--- src/rtl/octal_key_onehot_scanner_pkg.sv ---
// Shared types and default sizing for the octal key scanner front end.
package octal_key_pkg;

    // Controller states: waiting for a press, presenting a code, waiting for release.
    typedef enum logic [1:0] {
        IDLE    = 2'd0,
        VALID   = 2'd1,
        RELEASE = 2'd2
    } state_e;

    localparam int NUM_KEYS_DEF        = 8;
    localparam int DEBOUNCE_CYCLES_DEF = 4;

endpackage

--- src/rtl/octal_key_onehot_scanner_debounce.sv ---
// Single-line conditioner: two-flop synchroniser followed by a counter debounce.
// The stable output only flips after the synchronised line has disagreed with it
// for DEBOUNCE_CYCLES consecutive cycles; presses and releases are treated alike.
module key_debounce #(
    parameter int DEBOUNCE_CYCLES = 4,
    parameter int CNT_W           = $clog2(DEBOUNCE_CYCLES)
) (
    input  logic clk,
    input  logic rst,
    input  logic raw,
    output logic stable
);

    localparam logic [CNT_W-1:0] CNT_LAST = CNT_W'(DEBOUNCE_CYCLES - 1);

    logic             s1_q;
    logic             s2_q;
    logic             stable_q;
    logic             stable_d;
    logic [CNT_W-1:0] cnt_q;
    logic [CNT_W-1:0] cnt_d;

    // Synchroniser chain for the asynchronous raw line.
    always_ff @(posedge clk) begin
        if (rst) begin
            s1_q <= 1'b0;
            s2_q <= 1'b0;
        end else begin
            s1_q <= raw;
            s2_q <= s1_q;
        end
    end

    // Debounce decision: count consecutive disagreements, flip on the last one.
    always_comb begin
        stable_d = stable_q;
        cnt_d    = cnt_q;
        if (s2_q == stable_q) begin
            cnt_d = '0;
        end else if (cnt_q == CNT_LAST) begin
            stable_d = s2_q;
            cnt_d    = '0;
        end else begin
            cnt_d = cnt_q + CNT_W'(1);
        end
    end

    // Debounce state registers.
    always_ff @(posedge clk) begin
        if (rst) begin
            stable_q <= 1'b0;
            cnt_q    <= '0;
        end else begin
            stable_q <= stable_d;
            cnt_q    <= cnt_d;
        end
    end

    assign stable = stable_q;

endmodule

--- src/rtl/octal_key_onehot_scanner.sv ---
// Key scanner top: debounces every line, then a three-state controller turns each
// single-key press into one one-hot word held under a valid/ready handshake.
// Simultaneous multi-key presses are flagged on err_multi and never presented.
module octal_key_onehot_scanner
    import octal_key_pkg::*;
#(
    parameter int NUM_KEYS        = NUM_KEYS_DEF,
    parameter int DEBOUNCE_CYCLES = DEBOUNCE_CYCLES_DEF,
    parameter int CNT_W           = $clog2(DEBOUNCE_CYCLES)
) (
    input  logic                clk,
    input  logic                rst,
    input  logic [NUM_KEYS-1:0] key_raw,
    input  logic                out_ready,
    output logic [NUM_KEYS-1:0] onehot_out,
    output logic                out_valid,
    output logic                err_multi,
    output logic                busy
);

    logic [NUM_KEYS-1:0] stable_vec;
    logic                any_stable;
    logic                single_stable;

    state_e              state_q;
    state_e              state_d;
    logic [NUM_KEYS-1:0] onehot_q;
    logic [NUM_KEYS-1:0] onehot_d;
    logic                valid_q;
    logic                valid_d;
    logic                err_q;
    logic                err_d;
    logic                busy_q;
    logic                busy_d;

    // One conditioner per key line.
    generate
        for (genvar gi = 0; gi < NUM_KEYS; gi++) begin : g_line
            key_debounce #(
                .DEBOUNCE_CYCLES (DEBOUNCE_CYCLES),
                .CNT_W           (CNT_W)
            ) u_debounce (
                .clk    (clk),
                .rst    (rst),
                .raw    (key_raw[gi]),
                .stable (stable_vec[gi])
            );
        end
    endgenerate

    // Exactly one bit set: non-zero and clearing the lowest set bit leaves nothing.
    assign any_stable    = (stable_vec != '0);
    assign single_stable = any_stable &&
                           ((stable_vec & (stable_vec - NUM_KEYS'(1))) == '0);

    // Controller state register.
    always_ff @(posedge clk) begin
        if (rst) begin
            state_q <= IDLE;
        end else begin
            state_q <= state_d;
        end
    end

    // Next-state logic; RELEASE waits for every line so later keys are absorbed.
    always_comb begin
        state_d = state_q;
        unique case (state_q)
            IDLE: begin
                if (any_stable) begin
                    state_d = single_stable ? VALID : RELEASE;
                end
            end
            VALID: begin
                if (out_ready) begin
                    state_d = RELEASE;
                end
            end
            RELEASE: begin
                if (!any_stable) begin
                    state_d = IDLE;
                end
            end
            default: state_d = IDLE;
        endcase
    end

    // Output next values; the word is captured once in IDLE and frozen in VALID.
    always_comb begin
        onehot_d = onehot_q;
        valid_d  = valid_q;
        err_d    = 1'b0;
        unique case (state_q)
            IDLE: begin
                if (single_stable) begin
                    onehot_d = stable_vec;
                    valid_d  = 1'b1;
                end else if (any_stable) begin
                    err_d = 1'b1;
                end
            end
            VALID: begin
                if (out_ready) begin
                    onehot_d = '0;
                    valid_d  = 1'b0;
                end
            end
            default: begin
                onehot_d = '0;
                valid_d  = 1'b0;
            end
        endcase
        busy_d = (state_d != IDLE);
    end

    // Registered outputs so the downstream encoder sees glitch-free values.
    always_ff @(posedge clk) begin
        if (rst) begin
            onehot_q <= '0;
            valid_q  <= 1'b0;
            err_q    <= 1'b0;
            busy_q   <= 1'b0;
        end else begin
            onehot_q <= onehot_d;
            valid_q  <= valid_d;
            err_q    <= err_d;
            busy_q   <= busy_d;
        end
    end

    assign onehot_out = onehot_q;
    assign out_valid  = valid_q;
    assign err_multi  = err_q;
    assign busy       = busy_q;

    // The downstream encoder only decodes legal codes.
    a_valid_onehot : assert property (@(posedge clk) disable iff (rst)
        valid_q |-> $onehot(onehot_q));

endmodule

--- config.mk ---
export PLATFORM = sky130hd
export DESIGN_NAME = octal_key_onehot_scanner
export DESIGN_NICKNAME = d
export VERILOG_FILES = /design/src/rtl/octal_key_onehot_scanner_pkg.sv /design/src/rtl/octal_key_onehot_scanner_debounce.sv /design/src/rtl/octal_key_onehot_scanner.sv
export SDC_FILE = /design/constraint.sdc
export NUM_CORES = 1
export LEC_CHECK = 0
export ABC_AREA = 0
export BUFFER_PORTS_ARGS = -buffer_cell sky130_fd_sc_hd__buf_2
export CAP_MARGIN = 20
export CORE_MARGIN = 3
export CORE_UTILIZATION = 40
export CTS_BUF_LIST = sky130_fd_sc_hd__clkbuf_4
export DETAILED_ROUTE_END_ITERATION = 16
export HOLD_SLACK_MARGIN = 0.1
export SLEW_MARGIN = 20
export SYNTH_ARGS = -nofsm -noshare
export SYNTH_HDL_FRONTEND = slang
export SYNTH_SLANG_ARGS = --single-unit
--- constraint.sdc ---
create_clock -name clk -period 5.3 [get_ports clk]
set_input_delay 0.53 -clock clk [delete_from_list [all_inputs] [get_ports clk]]
set_output_delay 0.53 -clock clk [all_outputs]
set_load 0.05 [all_outputs]
After elaboration in Yosys (flattened, before gate mapping)
Index checks and enable logic that the tools add are counted.
Widths: inputs -> output; s select.
Operators by class
  shift-type cells: 0
  multiply operators: 0
  divide/modulo/power cells: 0
  equal/unequal tests: 20
  magnitude comparators: 0
  mux-type cells: 12
  reduce and logical (&&, ||, !) cells: 23
  add/sub/neg operators: 9
  bitwise gates (word level): 10
Operator list (count)
  $reduce_or 3->1: 9
  $eq 2x2->1 const B: 9
  $reduce_and 2->1: 9
  $add 2x1->2 const B: 8
  $mux 8: 2
  $pmux 8 s2: 1
  $not 1->1: 9
  $and 8x8->8: 1
  $eq 1x1->1: 8
  $logic_not 8->1: 1
  $mux 2: 4
  $reduce_bool 8->1: 1
  $sub 8x1->8 const B: 1
  $pmux 2 s3: 1
  $ne 2x2->1 const B: 2
  $mux 1: 3
  $eq 2x1->1 const B: 1
  $logic_not 2->1: 1
  $pmux 1 s2: 1
  $reduce_bool 2->1: 1
  $logic_and 1x1->1: 1
Storage, ports and cells
  logic and storage cells: 111
  input port bits: 11
  bits in latches: 0
  flip-flop bits (word level): 53
  memories: 0
  ROM bits: 0
  memory bits (writable): 0

Longest topological paths before layout
Gate-level depths: netlist of the first run.
  depth in word-level cells: 8
  mapped depth: 7
  gate-level depth less buffers: 5

Modules after synthesis
Synthesis of the first run repeated with hierarchy kept, for this count alone.
Unflattened totals
  cells, all modules: 197
  area, all modules: 2107.0 µm²
By module, submodules not included
  key_debounce: area an instance 168.9 µm², cells an instance 13, instances 8
  octal_key_onehot_scanner: area an instance 755.7 µm², cells an instance 93, instances 1

Least setup slack after synthesis of the first run
No wires, ideal clock.
  path kind: register to register
  start: register g_line[2].u_debounce.stable_q
  end: register onehot_q[0], in the netlist onehot_out[0]
  arrival time: 1.658 ns
  stages on the path, launching flop included: 8
  clock period less this slack: 1.775 ns
  slack: 3.525 ns
  cells stage by stage: dfxtp_1 -> buf_6 -> or4_4 -> nand3_2 -> nor2_2 -> or2_0 -> buf_6 -> a32o_1
Between the ends
  cells in the longest elaborated chain, start to end: 6
RTL lines
  start, declared: line octal_key_onehot_scanner_debounce.sv:18  | logic stable_q;
  start signal, assigned: line octal_key_onehot_scanner_debounce.sv:54  | stable_q <= stable_d;
  $sub 8x1->8: line octal_key_onehot_scanner.sv:54  | ((stable_vec & (stable_vec - NUM_KEYS'(1))) == '0);
  $and 8x8->8: line octal_key_onehot_scanner.sv:54
  $logic_not 8->1: line octal_key_onehot_scanner.sv:54
  $logic_and 1x1->1 (*): line octal_key_onehot_scanner.sv:53  | assign single_stable = any_stable &&
  $ne 2x2->1 (no source line) (*)
  $reduce_and 2->1 (no source line) (*)
  end signal, assigned: line octal_key_onehot_scanner.sv:124  | onehot_q <= onehot_d;
  end, declared: line octal_key_onehot_scanner.sv:27  | logic [NUM_KEYS-1:0] onehot_q;
Every way passes the cells marked *; elsewhere a longest branch is shown, timed or not.
A chain may end at the register's enable or synchronous reset.

Worst setup path in the final report of the first run
  start: register g_line[7].u_debounce.stable_q
  end: register onehot_q[7], in the netlist onehot_out[7]
Between the ends
  cells in the longest elaborated chain, start to end: 6
RTL lines (line)
  start, declared: octal_key_onehot_scanner_debounce.sv:18
  start signal, assigned: octal_key_onehot_scanner_debounce.sv:54
  $sub 8x1->8: octal_key_onehot_scanner.sv:54
  $and 8x8->8: octal_key_onehot_scanner.sv:54
  $logic_not 8->1: octal_key_onehot_scanner.sv:54
  $logic_and 1x1->1: octal_key_onehot_scanner.sv:53
  $ne 2x2->1 (no source line)
  $reduce_and 2->1 (no source line)
Parallel ways exist; a longest one is shown, timed or not. The select of a mux whose other input is x is not followed.

==> out/metrics.yaml, run 1 <==
synth-main-ff-cell: "dfxtp_1"
synth_simple_gate_area_share_pct: 19.13
p_leak_nw: 0.8968
ctsHtreeMaxLevel: 2
whs_ns: 0.3762
ant_nets: 0
drc: 0
finalWirelength_um: 2970
synth_top_family_by_area: "simple AND/OR/NAND/NOR gates"
worst_slew_pin_slew_ns: 0.8754
path_clk_slew_ns: 0.14
hpwl_um: 2127
die_h_um: 77.54
critical_path_class: "reg2reg"
ys_ff_latch: 53
cts_tree: "yes"
reg2reg_depth: 5
utilization_pct: 45.96
fin_crit_ns: 1.915
crit_path_max_fanout: 12
post_cts_buffers: 0
final_common_cell: "dfxtp_1"
crit_start: "g_line[7].u_debounce.stable"
clk_latency_ns: 0.35
synth_fa_ha_area_share_pct: 4.890
grt_pass1_vias: 1220
viasPerCell: 4.765
synth_warnings: 0
diodes: 0
seq_area_um2: 1061
clock-root-buffer: "clkbuf_4"
syn_area_um2: 2047
finalCritPeriodShare_pct: 36.14
coreArea_um2: 4848
synthXorXnorAreaFrac_pct: 3.423
grt_max_degree: 37
wl_per_cell_um: 10.57
syn2layout_area_growth_pct: 8.863
track_usage_pct: 10.85
hold_path_class: "in2reg"
multi_input_area_um2: 865.8
cp-endpoint: "onehot_out[7]"
synth_area_leader_cell: "dfxtp_1"
finish.instance_area_um2: 2228
synth-compound-area-share_pct: 10.94
synth_cell_types: 36
drv_cap: 0
final_cell_mix: "dfxtp_1 (53), nor2_1 (28), buf_2 (21)"
postSynthAreaPerCell_um2: 10.44
final_net_count: 232
r2r-start: "g_line[7].u_debounce.stable"
fin_skew_ns: 0.01073
routed-via-count: 1339
p_per_area_nw_per_um2: 289.8
syn_inst: 196
slew_headroom_pct: 41.19
die_area_um2: 6012
placementRows: 25
start_util_pct: 42.22
crit_arrival_ns: 2.17
slew_viol_final: 0
setup_tns_ns: 0
reg2reg_to: "onehot_out[7]"
cts_buffers: 5
async_reset_ff_share_pct: 0
muxShareOfSynthArea_pct: 3.912
r2r_setup_slack_ns: 3.38
port_buffers: 21
drt_iter0_drc: 80
gp_congestion: 0.7070
start_kind: "register"
setup_viol: 0
ys_seq_area_share_pct: 51.83
place_area_um2: 2150
fillCellCount: 504
die_w_um: 77.54
hold_viol: 0
ios: 22
synth_top_area_share_pct: 51.83
outcome: "completed"
cts-resized-gates: 0
clkSinkCount: 53
synth.area.top_cells: "dfxtp_1 (52%), nor2b_1 (5.5%), nor2_1 (5.1%), ha_1 (4.9%), a32o_1 (3.9%)"
grt_pass1_wl_um: 5216
synth_edf_count: 0
crit_path_end_kind: "register"
postCtsHoldBufs: 0
rsz0062_at_grt: "false"
irDropWorstVdd_v: 0.0001492
grt_overflow: 0
synth_nets: 215
crit_required_ns: 5.56
cts_buffer_depth: 2
layout-drive-gt1-share_pct: 16.82
dr.pass1.iters: 4
antenna_found_initial: 0
max_freq_ghz: 0.5221
==> Yosys cell counts, types with 2 or more instances <==
master / count
a211oi_1: 4
a21oi_1: 4
a32o_1: 8
buf_4: 2
buf_6: 5
clkbuf_1: 4
dfxtp_1: 53
ha_1: 8
inv_1: 9
mux2i_1: 8
nand2_1: 5
nand4b_1: 2
nor2_1: 28
nor2_2: 2
nor2b_1: 18
o21ai_1: 2
or3_1: 8
xnor2_1: 8
==> critical path, stage by stage (launching register included) <==
cell	delay (ns)
dfxtp_1	0.59
nor2_1	0.13
o211ai_1	0.12
nand3_1	0.24
or2_0	0.44
a32o_1	0.31
==> power by group <==
part | total [mW] | switching (mW) | internal [mW]
clock network | 0.216 | 0.113 | 0.104
logic | 0.0205 | 0.0108 | 0.00973
registers | 0.409 | 0.00306 | 0.406
total | 0.646 | 0.126 | 0.519
==> per-stage QoR <==
step | total power [mW] | worst slack, ns | cells
5_1_grt | 0.6792 | 3.166 | 281
3_5_place_dp | 0.4389 | 3.383 | 273
2_1_floorplan | 0.4316 | 3.525 | 196
4_1_cts | 0.6584 | 3.384 | 281
3_3_place_gp | 0.4384 | 3.396 | 273
6_report | 0.6457 | 3.385 | 281
==> final cells by class <==
| class | instances | share of cell area [%] |
|---|---|---|
| timing repair buffer | 21 | 4.716 |
| multi-input combinational | 123 | 38.85 |
| clock inverter | 2 | 1.516 |
| inverter | 9 | 1.516 |
| clock buffer | 6 | 2.021 |
| tap | 67 | 3.762 |
| sequential | 53 | 47.61 |
==> flip-flops by register name, indices dropped and copies added (netlist names) <==
| signal | flops |
|---|---|
| busy | 1 |
| err_multi | 1 |
| g_line.u_debounce.cnt_q | 16 |
| g_line.u_debounce.s1_q | 8 |
| g_line.u_debounce.s2_q | 8 |
| g_line.u_debounce.stable | 8 |
| onehot_out | 8 |
| out_valid | 1 |
| state_q | 2 |
==> worst min-delay path by stage <==
stage,from,to,slack [ns],cells past startpoint
global route,key_raw[7],g_line[7].u_debounce.s1_q,0.35,2
CTS,key_raw[3],g_line[3].u_debounce.s1_q,0.36,2
finish,key_raw[7],g_line[7].u_debounce.s1_q,0.38,2
floorplan,g_line[0].u_debounce.cnt_q[0],g_line[0].u_debounce.cnt_q[0],0.40,1
global placement,g_line[5].u_debounce.cnt_q[0],g_line[5].u_debounce.cnt_q[0],0.41,1
detailed placement,g_line[6].u_debounce.cnt_q[0],g_line[6].u_debounce.cnt_q[0],0.41,1
==> kinds of logic after synthesis <==
family / count (synthesis)
compound gates: 27
mux: 8
fa+ha+maj: 8
buf+inv: 20
xor+xnor: 8
flops: 53
simple gates: 72
==> layer usage <==
layer  track usage, %  part of all wire [%]
met1            12.04                    47
met2            19.17                    48
met3            3.480                   3.9
met4            4.270                   1.4
met5                0                     0
Note: power is estimated with default switching activity, not from simulation.
==> run 2: changes to the inputs <==
Clock period 5.3 ns to 1.8 ns, I/O delays scaled along.
==> run 2 against run 1 <==
  * Via count up 7.3%
  * Clock-buffer cell count down 1
  * Non-clock buffer count up 26
  * Global-route usage up 1.2 points
  * Wire length up 8.5%
  * Clock power up 150%
  * Sequential power rose to 2.9 times the previous value
==> out/metrics.yaml, run 2 (synthesis gave the netlist of run 1 again) <==
outcome: "completed"
crit_arrival_ns: 2.07
grt_max_degree: 34
viasPerCell: 4.681
fin_crit_ns: 1.732
fillCellCount: 463
final_net_count: 258
path_clk_slew_ns: 0.15
setup_viol: 0
clkSinkCount: 53
grt_pass1_wl_um: 5740
slew_viol_final: 0
grt_overflow: 0
max_freq_ghz: 0.5775
start_kind: "register"
place_area_um2: 2247
layout-drive-gt1-share_pct: 25.00
ant_nets: 0
drc: 0
finalWirelength_um: 3223
combPwrFrac_pct: 4.5
clk_latency_ns: 0.38
min_from: "g_line[4].u_debounce.cnt_q[0]"
cts_buffers: 5
diodes: 0
drt_iter0_drc: 24
cts_buffer_depth: 2
seq_area_um2: 1071
cts_tree: "yes"
irDropWorstVdd_v: 0.0004977
ios: 22
whs_ns: 0.4256
die_w_um: 77.54
p_int_mw: 1.395
hold_path_class: "reg2reg"
hold_viol: 0
power_frac_seq_pct: 66.1
crit_path_end_kind: "register"
clkPwrFrac_pct: 29.4
drv_cap: 0
worst_slew_pin_slew_ns: 0.8989
rsz0062_at_grt: "true"
port_buffers: 21
p_sw_share_pct: 23.24
cp-endpoint: "onehot_out[5]"
hpwl_um: 2262
largest_register: "g_line.u_debounce.cnt_q"
grt_pass1_vias: 1346
routed-via-count: 1437
critical_path_class: "reg2reg"
crit_required_ns: 2.13
r2r_setup_slack_ns: 0.07
wl_per_cell_um: 10.50
die_h_um: 77.54
crit_start: "g_line[1].u_debounce.stable"
largest_reg_flops: 16
die_area_um2: 6012
reg2reg_to: "onehot_out[5]"
utilization_pct: 50.89
p_leak_nw: 1.026
final_cell_mix: "dfxtp_1 (49), nor2_1 (28), buf_2 (21)"
r2r-start: "g_line[1].u_debounce.stable"
reg2reg_depth: 7
final_common_cell: "dfxtp_1"
crit_path_max_fanout: 8
gp_congestion: 0.7578
coreArea_um2: 4848
dr.pass1.iters: 4
antenna_found_initial: 0
placementRows: 25
finish.instance_area_um2: 2467
p_switching_mw: 0.4224
fin_skew_ns: 0.006036
clock-root-buffer: "clkbuf_4"
track_usage_pct: 12.01
ctsHtreeMaxLevel: 2
p_per_area_nw_per_um2: 736.5
multi_input_area_um2: 887.1
finalCritPeriodShare_pct: 96.21
syn2layout_area_growth_pct: 20.54
start_util_pct: 42.22
slew_headroom_pct: 39.62
==> run 2: cell types whose count changed in the layout (fill, tap and decap cells not counted), moves of 2 or more <==
cell	delta
buf_4	+14
dlygate4sd3_1	+10
dfxtp_1	-4
a211oi_1	-2
a211oi_2	+2
buf_6	+2
dfxtp_2	+2
dfxtp_4	+2
==> run 2: worst min-delay path by stage <==
stage                                                to  slack [ns]  depth (start not counted)
after CTS                 g_line[4].u_debounce.cnt_q[0]        0.43                          1
after floorplan               g_line[0].u_debounce.s1_q        0.31                          1
after global placement        g_line[6].u_debounce.s1_q        0.39                          2
after detailed placement      g_line[6].u_debounce.s1_q        0.40                          2
after global routing      g_line[3].u_debounce.cnt_q[0]        0.45                          1
final                     g_line[4].u_debounce.cnt_q[0]        0.43                          1
==> run 2: power groups by stage <==
stage / sequential (mW) / combinational [mW] / clock (mW)
detailed placement: 1.23 / 0.0638 / 0
floorplan: 1.23 / 0.0424 / 0
global route: 1.21 / 0.0936 / 0.616
finish: 1.20 / 0.0821 / 0.534
CTS: 1.21 / 0.0809 / 0.565
global placement: 1.23 / 0.0626 / 0
==> run 2: layout make-up <==
class                      count  share of cell area [%]
multi-input combinational    123                   35.95
timing repair buffer          47                   13.49
clock buffer                   5                   1.521
sequential                    53                   43.41
clock inverter                 3                  0.8621
tap                           67                   3.398
inverter                       9                   1.369
==> run 2: repair_timing <==
action / CTS / global route
setup endpoints to repair: 8 / 8
gates resized for setup: 1 / 12
buffers inserted: 0 / 3
endpoints found under the hold margin: 11 / 0
pin swaps: 1 / 5
hold buffers: 10 / 0
==> run 2: metrics by stage <==
step                total power [mW]  instances     TNS, ns  setup WS, ns
CTS                            1.852        304           0      0.007580
floorplan                      1.271        196           0       0.02467
detailed placement             1.294        286  -0.0004672    -0.0004672
global route                   1.915        307    -0.01332     -0.007771
finish                         1.817        307           0       0.06830
global placement               1.293        286           0       0.05401
==> run 2: layer usage <==
layer	vias to the layer above	GRT usage, %	wire, um
met3	7	4.872	116
met2	15	20.73	1521
li1	753	-	-
met4	0	4.804	59
met1	662	13.07	1525
met5	-	0	0
==> run 2: worst max-delay path: stages, from the launching register on <==
cell and delay [ns]:
dfxtp_4 0.39, or4_4 0.54, nand3_2 0.08, nor2_2 0.04, buf_6 0.11, o31ai_4 0.23, buf_6 0.16, a32o_1 0.13
==> run 3: changes to the inputs <==
Settings changed: ABC_AREA 0 to 1.
==> run 3 against run 2 <==
  * Core utilization is 1.5 points lower
  * Critical endpoint is now busy
  * Fmax is 19% higher
  * Clock power is 18% higher
  * First-iteration DRC count is 92% higher
  * Power is 5.2% higher
  * Clock skew hardly changed
  * Clock-buffer cell count stayed put
  * Via count is 0.70% higher
  * Combinational power is 10% lower
  * Wire length is 2.6% higher
==> out/metrics.yaml, run 3 <==
outcome: "completed"
synthXorXnorAreaFrac_pct: 0
final_cell_mix: "dfxtp_1 (53), inv_1 (40), nor2_1 (35)"
slowest_stage: "dfxtp_1"
ctsHtreeMaxLevel: 2
combPwrFrac_pct: 3.9
largest_reg_flops: 16
fillCellCount: 473
synth_nets: 254
final_net_count: 287
synth.most_common_cell: "dfxtp_1"
drv_cap: 0
r2r-start: "g_line[4].u_debounce.stable"
whs_ns: 0.1729
clk_latency_ns: 0.36
clkPwrFrac_pct: 33.0
r2r_setup_slack_ns: 0.35
min_from: "out_ready"
fin_cells: 335
ant_nets: 0
hold_path_class: "in2reg"
crit_chain: "nor2_2, nand2_1, nand2_2, nand3_4, nor2_8, nand2_2, nand2_1, nand2_1, nand2_1, nand2_1"
crit_path_max_fanout: 10
slowest_delay_ns: 0.39
muxShareOfSynthArea_pct: 0
synth_simple_gate_area_share_pct: 21.95
final_common_cell: "dfxtp_1"
p_per_area_nw_per_um2: 798.1
port_buffers: 21
gp_congestion: 0.7761
reg2reg_to: "busy"
wl_per_cell_um: 9.875
synth_cell_types: 26
setup_tns_ns: 0
synth_warnings: 0
hold_depth: 5
crit_required_ns: 2.06
diodes: 0
place_area_um2: 2242
grt_max_degree: 27
irDropWorstVdd_v: 0.0003400
syn_area_um2: 2063
clock-root-buffer: "clkbuf_4"
power_frac_seq_pct: 63.1
placementRows: 25
slew_viol_final: 0
p_leak_nw: 1.100
synth_top_family_by_area: "simple AND/OR/NAND/NOR gates"
fin_skew_ns: 0.005811
routed-via-count: 1447
ios: 22
synth_edf_count: 0
dp_cells: 320
cts_tree: "yes"
synth_area_leader_cell: "dfxtp_1"
path_clk_slew_ns: 0.14
die_area_um2: 6056
slew_headroom_pct: 68.20
crit_arrival_ns: 1.71
crit_start: "g_line[4].u_debounce.stable"
synth-main-ff-cell: "dfxtp_1"
drc: 0
grt_overflow: 0
worst_slew_pin_slew_ns: 0.4741
p_switching_mw: 0.3975
syn_inst: 235
layout-drive-gt1-share_pct: 23.13
start_kind: "register"
max_freq_ghz: 0.6894
synth_common_cells: "dfxtp_1 (53), inv_1 (40), nor2_1 (35)"
async_reset_ff_share_pct: 0
clkSinkCount: 53
p_int_mw: 1.514
p_sw_share_pct: 20.80
synth.area.top_cells: "dfxtp_1 (51%), inv_1 (7.3%), nor2_1 (6.4%), ha_1 (4.9%), nand2_2 (4.5%)"
hold_viol: 0
cts_buffers: 5
power.total_mw: 1.911
track_usage_pct: 12.55
synth_top_area_share_pct: 51.43
coreArea_um2: 4848
finalCritPeriodShare_pct: 80.59
hold_end: "busy"
crit_path_end_kind: "register"
ys_seq_area_share_pct: 51.43
ys_ff_latch: 53
crit_top_cell: "nand2_1"
largest_register: "g_line.u_debounce.cnt_q"
fin_crit_ns: 1.451
synth-compound-area-share_pct: 13.46
die_h_um: 77.82
grt_pass1_wl_um: 6044
reg2reg_depth: 10
pre_cts_slack_ns: 0.3851
hpwl_um: 2291
postSynthAreaPerCell_um2: 8.780
dr.pass1.iters: 4
finalWirelength_um: 3308
critical_path_class: "reg2reg"
antenna_found_initial: 0
finish.instance_area_um2: 2395
rsz0062_at_grt: "false"
cts_buffer_depth: 2
final.setup.worst_slack_ns: 0.3494
post_cts_buffers: 0
viasPerCell: 4.319
grt_pass1_vias: 1378
die_w_um: 77.82
drt_iter0_drc: 46
utilization_pct: 49.39
syn2layout_area_growth_pct: 16.07
start_util_pct: 42.55
synth_fa_ha_area_share_pct: 4.851
setup_viol: 0
## run 3: worst max-delay path by stage
stage                         end
detailed placement           busy
floorplan           onehot_out[0]
global route                 busy
CTS                          busy
global placement    onehot_out[0]
finish                       busy
## run 3: cell families after synthesis
logic type	Yosys count
AND/OR/NAND/NOR	87
flip-flops	53
buffers and inverters	45
AO/OA/AOI/OAI	42
adder cells (fa/ha/maj)	8
## run 3: area by class of cell
class                           count  area [um^2]  area share, %
Clock inverter                      2        35.03          1.463
Multi-Input combinational cell    137        830.8          34.69
Inverter                           41        153.9          6.426
Tap cell                           67        83.83          3.501
Clock buffer                        5        37.54          1.567
Sequential cell                    53         1061          44.31
Timing Repair Buffer               30        192.7          8.046
## run 3: power groups by stage
stage	logic (mW)	clock network, mW	registers (mW)
6_report	0.0737	0.632	1.21
5_1_grt	0.0870	0.702	1.21
4_1_cts	0.0753	0.665	1.21
3_5_place_dp	0.0622	0	1.23
3_3_place_gp	0.0609	0	1.23
2_1_floorplan	0.0417	0	1.23
## run 3: routing by layer
layer	wire length [um]	GRT usage (%)	vias up
met5	0	0	-
met1	1671	15.74	621
met4	48	4.270	0
met3	129	3.944	4
li1	-	-	800
met2	1459	20.29	22
## run 3: what timing repair did
action,CTS,global route
hold buffers,8,0
endpoints found under the setup margin,0,0
endpoints found under the hold margin,8,0
gates resized for setup,0,0
## run 3: critical path, delay by kind of cell, from the launching register on
| kind | cells | cell delay (ns) |
|---|---|---|
| DFF | 1 | 0.39 |
| and+or+nand+nor | 10 | 0.96 |
